### config.mk
export PLATFORM = sky130hd
export DESIGN_NAME = usr_axis_rx_fifo_flat
export DESIGN_NICKNAME = d
export VERILOG_FILES = /design/src/rtl/usr_axis_rx_fifo_if.sv /design/src/rtl/usr_axis_rx_fifo.sv /design/src/flat_wrapper.sv
export SDC_FILE = /design/constraint.sdc
export NUM_CORES = 1
export LEC_CHECK = 0
export ABC_AREA = 1
export BUFFER_PORTS_ARGS = -buffer_cell sky130_fd_sc_hd__buf_4
export CORE_MARGIN = 2
export CORE_UTILIZATION = 55
export DETAILED_ROUTE_END_ITERATION = 7
export GPL_ROUTABILITY_DRIVEN = 0
export PLACE_DENSITY_LB_ADDON = 0.1
export SLEW_MARGIN = 20
export SYNTH_ARGS = -nofsm -noshare
export SYNTH_HDL_FRONTEND = slang
export SYNTH_SLANG_ARGS = --single-unit
export TNS_END_PERCENT = 5
### constraint.sdc
create_clock -name s00_axis_aclk -period 3.3 [get_ports s00_axis_aclk]
set_input_delay 0.66 -clock s00_axis_aclk [delete_from_list [all_inputs] [get_ports s00_axis_aclk]]
set_output_delay 0.66 -clock s00_axis_aclk [all_outputs]
set_load 0.01 [all_outputs]
### src/rtl/usr_axis_rx_fifo_if.sv
// AXI4-Stream beat bundle between an upstream source and the rx FIFO.
interface usr_axis_rx_fifo_if #(
   parameter int C_S_AXIS_TDATA_WIDTH = 32
);
   logic [C_S_AXIS_TDATA_WIDTH-1:0]   s00_axis_tdata;
   logic [C_S_AXIS_TDATA_WIDTH/8-1:0] s00_axis_tstrb;
   logic                              s00_axis_tlast;
   logic                              s00_axis_tvalid;
   logic                              s00_axis_tready;

   modport master (
      output s00_axis_tdata,
      output s00_axis_tstrb,
      output s00_axis_tlast,
      output s00_axis_tvalid,
      input  s00_axis_tready
   );

   modport slave (
      input  s00_axis_tdata,
      input  s00_axis_tstrb,
      input  s00_axis_tlast,
      input  s00_axis_tvalid,
      output s00_axis_tready
   );
endinterface

### src/rtl/usr_axis_rx_fifo.sv
// AXI4-Stream receive FIFO (first-word fall-through) with packet
// framing statistics and a sticky oversize-packet flag.
module usr_axis_rx_fifo #(
   parameter int C_S_AXIS_TDATA_WIDTH = 32,
   parameter int C_FIFO_DEPTH         = 16,
   parameter int C_MAX_PKT_BEATS      = 256
) (
   input  logic                              s00_axis_aclk,
   input  logic                              s00_axis_areset,
   usr_axis_rx_fifo_if.slave                 s_axis,
   input  logic                              usr_rd_en,
   output logic [C_S_AXIS_TDATA_WIDTH-1:0]   usr_rd_data,
   output logic                              usr_rd_last,
   output logic                              usr_empty,
   output logic                              usr_full,
   output logic [$clog2(C_FIFO_DEPTH):0]     fifo_level,
   output logic                              pkt_done,
   output logic [15:0]                       pkt_len,
   output logic [31:0]                       pkt_count,
   output logic                              err_oversize,
   input  logic                              err_clr
);
   localparam int AW = $clog2(C_FIFO_DEPTH);
   localparam int DW = C_S_AXIS_TDATA_WIDTH;
   localparam logic [AW:0] FULL_LVL = (AW+1)'(C_FIFO_DEPTH);
   localparam logic [31:0] MAX_BEATS = 32'(C_MAX_PKT_BEATS);

   typedef enum logic {IDLE, RECV} state_e;

   logic [DW:0]   mem_q [C_FIFO_DEPTH];
   logic [AW-1:0] wr_ptr_q, wr_ptr_d;
   logic [AW-1:0] rd_ptr_q, rd_ptr_d;
   logic [AW:0]   level_q, level_d;
   logic          full, empty, tready;
   logic          push, pop, tlast;
   logic [DW:0]   head;

   state_e        state_q;
   logic [15:0]   beat_cnt_q;
   logic [15:0]   beat_base, beat_inc;
   logic          pkt_done_q, err_q, err_set;
   logic [15:0]   pkt_len_q;
   logic [31:0]   pkt_count_q;
   logic          unused_tstrb;

   assign unused_tstrb = ^s_axis.s00_axis_tstrb;

   assign full   = (level_q == FULL_LVL);
   assign empty  = (level_q == '0);
   assign tready = ~full & ~s00_axis_areset;
   assign s_axis.s00_axis_tready = tready;

   assign tlast = s_axis.s00_axis_tlast;
   assign push  = s_axis.s00_axis_tvalid & tready;
   assign pop   = usr_rd_en & ~empty;

   always_comb begin
      wr_ptr_d = wr_ptr_q;
      rd_ptr_d = rd_ptr_q;
      level_d  = level_q;
      if (push) wr_ptr_d = wr_ptr_q + 1'b1;
      if (pop)  rd_ptr_d = rd_ptr_q + 1'b1;
      unique case ({push, pop})
         2'b10:   level_d = level_q + 1'b1;
         2'b01:   level_d = level_q - 1'b1;
         default: level_d = level_q;
      endcase
   end

   always_ff @(posedge s00_axis_aclk) begin
      if (s00_axis_areset) begin
         wr_ptr_q <= '0;
         rd_ptr_q <= '0;
         level_q  <= '0;
      end else begin
         wr_ptr_q <= wr_ptr_d;
         rd_ptr_q <= rd_ptr_d;
         level_q  <= level_d;
      end
   end

   // Storage is not reset; outputs are masked while empty instead.
   always_ff @(posedge s00_axis_aclk) begin
      if (push) mem_q[wr_ptr_q] <= {tlast, s_axis.s00_axis_tdata};
   end

   assign head        = mem_q[rd_ptr_q];
   assign usr_rd_data = empty ? '0 : head[DW-1:0];
   assign usr_rd_last = ~empty & head[DW];
   assign usr_empty   = empty;
   assign usr_full    = full;
   assign fifo_level  = level_q;

   assign beat_base = (state_q == IDLE) ? 16'd0 : beat_cnt_q;
   assign beat_inc  = (beat_base == 16'hFFFF) ? beat_base
                                              : beat_base + 16'd1;
   assign err_set   = push & ~tlast & ({16'd0, beat_inc} == MAX_BEATS);

   always_ff @(posedge s00_axis_aclk) begin
      if (s00_axis_areset) begin
         state_q     <= IDLE;
         beat_cnt_q  <= '0;
         pkt_done_q  <= 1'b0;
         pkt_len_q   <= '0;
         pkt_count_q <= '0;
         err_q       <= 1'b0;
      end else begin
         pkt_done_q <= 1'b0;
         if (err_set)      err_q <= 1'b1;
         else if (err_clr) err_q <= 1'b0;
         if (push) begin
            if (tlast) begin
               state_q     <= IDLE;
               beat_cnt_q  <= '0;
               pkt_done_q  <= 1'b1;
               pkt_len_q   <= beat_inc;
               pkt_count_q <= pkt_count_q + 32'd1;
            end else begin
               state_q    <= RECV;
               beat_cnt_q <= beat_inc;
            end
         end
      end
   end

   assign pkt_done     = pkt_done_q;
   assign pkt_len      = pkt_len_q;
   assign pkt_count    = pkt_count_q;
   assign err_oversize = err_q;
endmodule

### src/flat_wrapper.sv
// flat-port wrapper written by rule: the top's interface ports become plain ports
module usr_axis_rx_fifo_flat 
#(
   parameter int C_S_AXIS_TDATA_WIDTH = 32,
   parameter int C_FIFO_DEPTH         = 16,
   parameter int C_MAX_PKT_BEATS      = 256
)
  (s00_axis_aclk, s00_axis_areset, usr_rd_en, usr_rd_data, usr_rd_last, usr_empty, usr_full, fifo_level, pkt_done, pkt_len, pkt_count, err_oversize, err_clr, s_axis_s00_axis_tdata, s_axis_s00_axis_tstrb, s_axis_s00_axis_tlast, s_axis_s00_axis_tvalid, s_axis_s00_axis_tready);
  usr_axis_rx_fifo_if #(.C_S_AXIS_TDATA_WIDTH(C_S_AXIS_TDATA_WIDTH)) s_axis_i ();
  input  logic s00_axis_aclk;
  input  logic s00_axis_areset;
  input  logic usr_rd_en;
  output logic [C_S_AXIS_TDATA_WIDTH-1:0] usr_rd_data;
  output logic usr_rd_last;
  output logic usr_empty;
  output logic usr_full;
  output logic [$clog2(C_FIFO_DEPTH):0] fifo_level;
  output logic pkt_done;
  output logic [15:0] pkt_len;
  output logic [31:0] pkt_count;
  output logic err_oversize;
  input  logic err_clr;
  input wire logic [$bits(s_axis_i.s00_axis_tdata)-1:0] s_axis_s00_axis_tdata;
  input wire logic [$bits(s_axis_i.s00_axis_tstrb)-1:0] s_axis_s00_axis_tstrb;
  input wire logic [$bits(s_axis_i.s00_axis_tlast)-1:0] s_axis_s00_axis_tlast;
  input wire logic [$bits(s_axis_i.s00_axis_tvalid)-1:0] s_axis_s00_axis_tvalid;
  output wire logic [$bits(s_axis_i.s00_axis_tready)-1:0] s_axis_s00_axis_tready;
  assign s_axis_i.s00_axis_tdata = s_axis_s00_axis_tdata;
  assign s_axis_i.s00_axis_tstrb = s_axis_s00_axis_tstrb;
  assign s_axis_i.s00_axis_tlast = s_axis_s00_axis_tlast;
  assign s_axis_i.s00_axis_tvalid = s_axis_s00_axis_tvalid;
  assign s_axis_s00_axis_tready = s_axis_i.s00_axis_tready;
  usr_axis_rx_fifo #(.C_S_AXIS_TDATA_WIDTH(C_S_AXIS_TDATA_WIDTH), .C_FIFO_DEPTH(C_FIFO_DEPTH), .C_MAX_PKT_BEATS(C_MAX_PKT_BEATS)) u_core (.s00_axis_aclk(s00_axis_aclk), .s00_axis_areset(s00_axis_areset), .s_axis(s_axis_i), .usr_rd_en(usr_rd_en), .usr_rd_data(usr_rd_data), .usr_rd_last(usr_rd_last), .usr_empty(usr_empty), .usr_full(usr_full), .fifo_level(fifo_level), .pkt_done(pkt_done), .pkt_len(pkt_len), .pkt_count(pkt_count), .err_oversize(err_oversize), .err_clr(err_clr));
endmodule
; Word-level counts from Yosys, hierarchy flattened
; Memories as Yosys holds them, arrays and structs flattened. A register that Yosys moved wholly into a read port is not among the register bits.
; Cells that the tools add are included.
[word_totals]
ff_bits = 80
latchBits = 0
ramBits = 528
romBits = 0
input_bits = 42
output_inout_bits = 91
elab_cells = 50
mem_count = 1
[mem_list]
columns = memory, depth, width, rd, rd_clocked_by_memory_dff, wr, line_no
row1 = u_core.mem_q, 16, 33, 1, 1, 1, usr_axis_rx_fifo.sv:30  ; logic [DW:0] mem_q [C_FIFO_DEPTH];
[op_classes]
add_sub_neg = 6
n_mul = 0
div_mod_pow = 0
order_cmp = 0
eq_ne = 5
shift = 0
muxes = 13
bitwise = 11
reduce_logical = 5
[ops]
columns = cell, count
row1 = two-way mux 16 bit, 3
row2 = adder 32 x 1 -> 32 bit (second input constant), 1
row3 = two-way mux 32 bit, 1
row4 = adder 16 x 1 -> 16 bit (second input constant), 1
row5 = equality test 16 bit (second input constant), 1
row6 = equality test 16 x 9 -> 1 bit (second input constant), 1
row7 = one-hot mux 5 bit (2 select lines), 1
row8 = adder 4 x 1 -> 4 bit (second input constant), 2
row9 = two-way mux 4 bit, 2
row10 = bitwise AND 1 bit, 6
row11 = two-way mux 1 bit, 6
row12 = adder 5 x 1 -> 5 bit (second input constant), 1
row13 = equality test 5 bit (second input constant), 1
row14 = zero test 5 bit, 1
row15 = NOT 1 bit, 5
row16 = subtractor 5 x 1 -> 5 bit (second input constant), 1
row17 = nonzero test 2 bit, 2
row18 = equality test 2 x 1 -> 1 bit (second input constant), 1
row19 = equality test 2 bit (second input constant), 1
row20 = AND reduction 2 bit, 1
row21 = OR reduction 2 bit, 1

; Logic depth before layout (Yosys ltp)
[depth]
ltp_word = 7
mapped_depth = 15
depth_no_buf = 15

; Least setup slack after synthesis
; Ideal clock, no wire load.
[synth_path]
path_kind = in2reg
from = in s00_axis_areset
to = mem u_core.mem_q[11][0] in the netlist's numbering, enable pin
setup_time_ps = 423
arrival_ps = 2737
t_required_ps = 2877
path_slack_ps = 140
path_stages = 6
path_buffers = 1
path_cell_list = clkbuf_1 > inv_2 > nand3_2 > inv_1 > nand3_1 > nor2_1
[synth_via]
elab_chain_len = 5
[synth_lines]
columns = element, line_no
row1 = "start, declared", flat_wrapper.sv:11  ; input logic s00_axis_areset;
row2 = NOT 1 bit, usr_axis_rx_fifo.sv:50  ; assign tready = ~full & ~s00_axis_areset;
row3 = bitwise AND 1 bit, usr_axis_rx_fifo.sv:50
row4 = bitwise AND 1 bit, usr_axis_rx_fifo.sv:54  ; assign push = s_axis.s00_axis_tvalid & tready;
row5 = two-way mux 1 bit, usr_axis_rx_fifo.sv:84  ; if (push) mem_q[wr_ptr_q] <= {tlast, s_axis.s00_axis_tdata};
row6 = two-way mux 1 bit (implied by the code), usr_axis_rx_fifo.sv:84
row7 = "end, declared", usr_axis_rx_fifo.sv:30
; No other way between the ends.

==> results_dict.tcl <==
set metrics [dict create \
    status "completed" \
    critical_path_class "register to output pin" \
    synth-seq-cells 612 \
    clk_path_buf_depth 3 \
    peakVddDrop_mv 1.13 \
    hold_start "err_clr" \
    met2_usage_pct 44.6 \
    synth_warnings 0 \
    final_cells 2847 \
    synth_edf_count 528 \
    layout_min_cycle_time_ns 3.22 \
    timing.slew.headroom_pct 46.7 \
    required_ns 2.64 \
    cts-root-buf "clkbuf_16" \
    die_w_microns 216 \
    drc_errors 0 \
    grtUsageMet1_pct 36.0 \
    dp_hpwl_microns 34500 \
    portBuffers 128 \
    grt_pass1_vias 16700 \
    cp_max_fo 58 \
    num_rows 77 \
    wirelength_microns 63500 \
    htreeDepth 2 \
    rsz0062_at_grt "true" \
    drtAntennaViolNets 0 \
    ys.flop_type "edfxtp_1" \
    hold_path_class "primary input to register" \
    cts_tree "built" \
    cp_data_arrival_time_ns 2.56 \
    cts.sinks 612 \
    leakage_nw 9.69 \
    endpoint_kind "output pin" \
    start_util_pct 55.9 \
    synthesis.area_sq_mm 0.0248 \
    setup_violations 0 \
    die_h_microns 216 \
    netlist_instances 2083 \
    first_iter_violations 1745 \
    clock_skew_ns 0.0135 \
    syn2layout_area_growth_pct 15.9 \
    grt-ovfl-total 0 \
    tns_ns 0 \
    ys_types 44 \
    async_flop_share_pct 0 \
    cp-start-kind "register" \
    final-max-slew-violation-count 0 \
    io_pins 133 \
    path_clk_slew_ns 0.06 \
    track_usage_pct 26.6 \
    drive_above_1_share_pct 14.5 \
    num_vias 17200 \
    diodes 0 \
    grt_max_degree 133 \
    fmax_mhz 310 \
    worst_pin_slew_ns 0.798 \
    core_area_sq_mm 0.0444 \
    grt_use_met3_pct 4.81 \
    fin_nets 2262 \
    drt-pass1-iter-count 6 \
    routedWlPerCell_microns 22.3 \
    dieArea_sq_mm 0.0469 \
    synth_nets 2136 \
    final_hold_viol_count 0 \
    fin_util_pct 64.8 \
    post-place-cells 2733 \
    timing.rr.start "u_core.fifo_level[1]" \
    vias_per_cell 6.03 \
    yosysSeqAreaShare_pct 70.6 \
    fin_ws_ns 0.0756 \
    place_ws_ns 0.521 \
    power_density_mw_per_mm2 692 \
    cts_buffers 60 \
    cts-hold-fix-buffers 0 \
    antenna_found_initial 0 \
    grt_pass1_wl_microns 95700 \
    synth_area_per_cell_sq_um 11.9 \
    drv_cap 0 \
    timing.final.crit_share_pct 97.7 \
    clk_latency_ns 0.62 \
    busiest_layer "met2" \
]
critical path: stages (launching register included):
cell and delay, ns:
dfxtp_4 0.46, inv_16 0.21, buf_12 0.27, o21ai_0 0.12
o221ai_1 0.25, nand3_1 0.11, a21oi_1 0.31, buf_4 0.19
metrics by stage:
stage | cell area (sq um) | total power, mW | hold slack (ns)
4_1_cts | 28600 | 19.8 | 0.283
5_1_grt | 28800 | 20.8 | 0.317
2_1_floorplan | 24800 | 11.5 | 0.459
6_report | 28800 | 19.9 | 0.313
3_5_place_dp | 26800 | 13.4 | 0.457
3_3_place_gp | 26800 | 13.3 | 0.453
cell families after synthesis:
logic type,after synthesis,synth area share (%)
xor+xnor,15,0.529
flops,612,70.6
buf+inv,204,3.36
compound gates,535,12.9
fa+ha+maj,11,0.584
simple gates,706,12.0
area by class of cell:
class / instances / area (sq um)
Timing Repair Buffer: 192 / 1760
Tap cell: 592 / 741
Clock buffer: 86 / 1680
Inverter: 76 / 304
Fill cell: 3322 / 15600
Clock inverter: 22 / 150
Sequential cell: 612 / 17500
Multi-Input combinational cell: 1267 / 6600
routing by layer:
metal  vias to the layer above  routed length (microns)  share of wire, %
met4                         0                     1310               2.1
met1                      8413                    26300                41
met3                       107                     5200               8.2
met5                         -                        0                 0
met2                       738                    30700                48
li1                       7903                        -                 -
cell usage after synthesis, types with 7 or more instances:
master | count | area, sq um
o221ai_1 | 106 | 928
nor2_2 | 9 | 56.3
nor3_1 | 20 | 100
buf_2 | 25 | 125
clkbuf_1 | 88 | 330
nor2_1 | 378 | 1420
buf_1 | 10 | 37.5
ha_1 | 10 | 125
inv_1 | 73 | 274
a21oi_1 | 79 | 395
xor2_1 | 8 | 70.1
nand3_2 | 7 | 70.1
a22o_1 | 14 | 123
nand2_1 | 161 | 604
nand3_1 | 96 | 480
dfxtp_1 | 84 | 1680
o21ai_1 | 8 | 40.0
o21ai_0 | 290 | 1450
edfxtp_1 | 528 | 15900
o22ai_1 | 26 | 163
nand4_1 | 21 | 131
xnor2_1 | 7 | 61.3
report_power, final:
group / switching [mW] / internal, mW / total, mW
Clock: 2.77 / 3.66 / 6.43
Sequential: 0.130 / 8.53 / 8.66
Combinational: 3.11 / 1.71 / 4.82
Total: 6.01 / 13.9 / 19.9
cells in the final DEF (no fill, tap or decap), types with 3 or more instances in the layout:
master     netlist  layout
nor2_1         378     361
nand3_2          7       7
o221ai_1       106     106
a21oi_2          1       4
clkbuf_16        0      64
a21oi_1         79      76
edfxtp_1       528     528
nand3_1         96      96
buf_16           0       6
a22o_1          14      14
clkinv_2         0       9
clkbuf_8         0       6
buf_4            1     169
o21ai_1          8       8
o21bai_1         3       3
nor2_2           9       9
xor2_1           8       8
buf_12           0      10
nand4_1         21      21
o22ai_1         26      26
inv_1           73      70
o21ai_0        290     290
nor2_4           2      19
dfxtp_1         84      81
xnor2_1          7       7
nor3b_1          3       3
clkbuf_1        88      19
nand2_1        161     161
clkinv_1         0      10
ha_1            10      10
nor3_1          20      20
inv_2            3       4
flip-flops by register name, indices dropped and copies added (netlist names), 4 cells and up, named ones only:
name,flops
u_core.beat_cnt_q,16
u_core.fifo_level,5
u_core.mem_q,528
u_core.pkt_count,32
u_core.pkt_len,16
u_core.rd_ptr_q,4
u_core.wr_ptr_q,4
path summary, 6_finish.rpt:
path         slack (ns)  depth (start not counted)              endpoint
max                0.08                          7        usr_rd_data[7]
min reg2reg        0.47                          2     u_core.pkt_len[8]
min                0.31                          4   u_core.err_oversize
max reg2reg        0.66                         15  u_core.fifo_level[4]
what timing repair did:
| item | CTS | global route |
|---|---|---|
| gates resized for setup | 5 | 13 |
| setup buffers | 1 | 2 |
| gates cloned | 0 | 3 |
| setup endpoints to repair | 20 | 26 |
(Power assumes the default switching activity.)
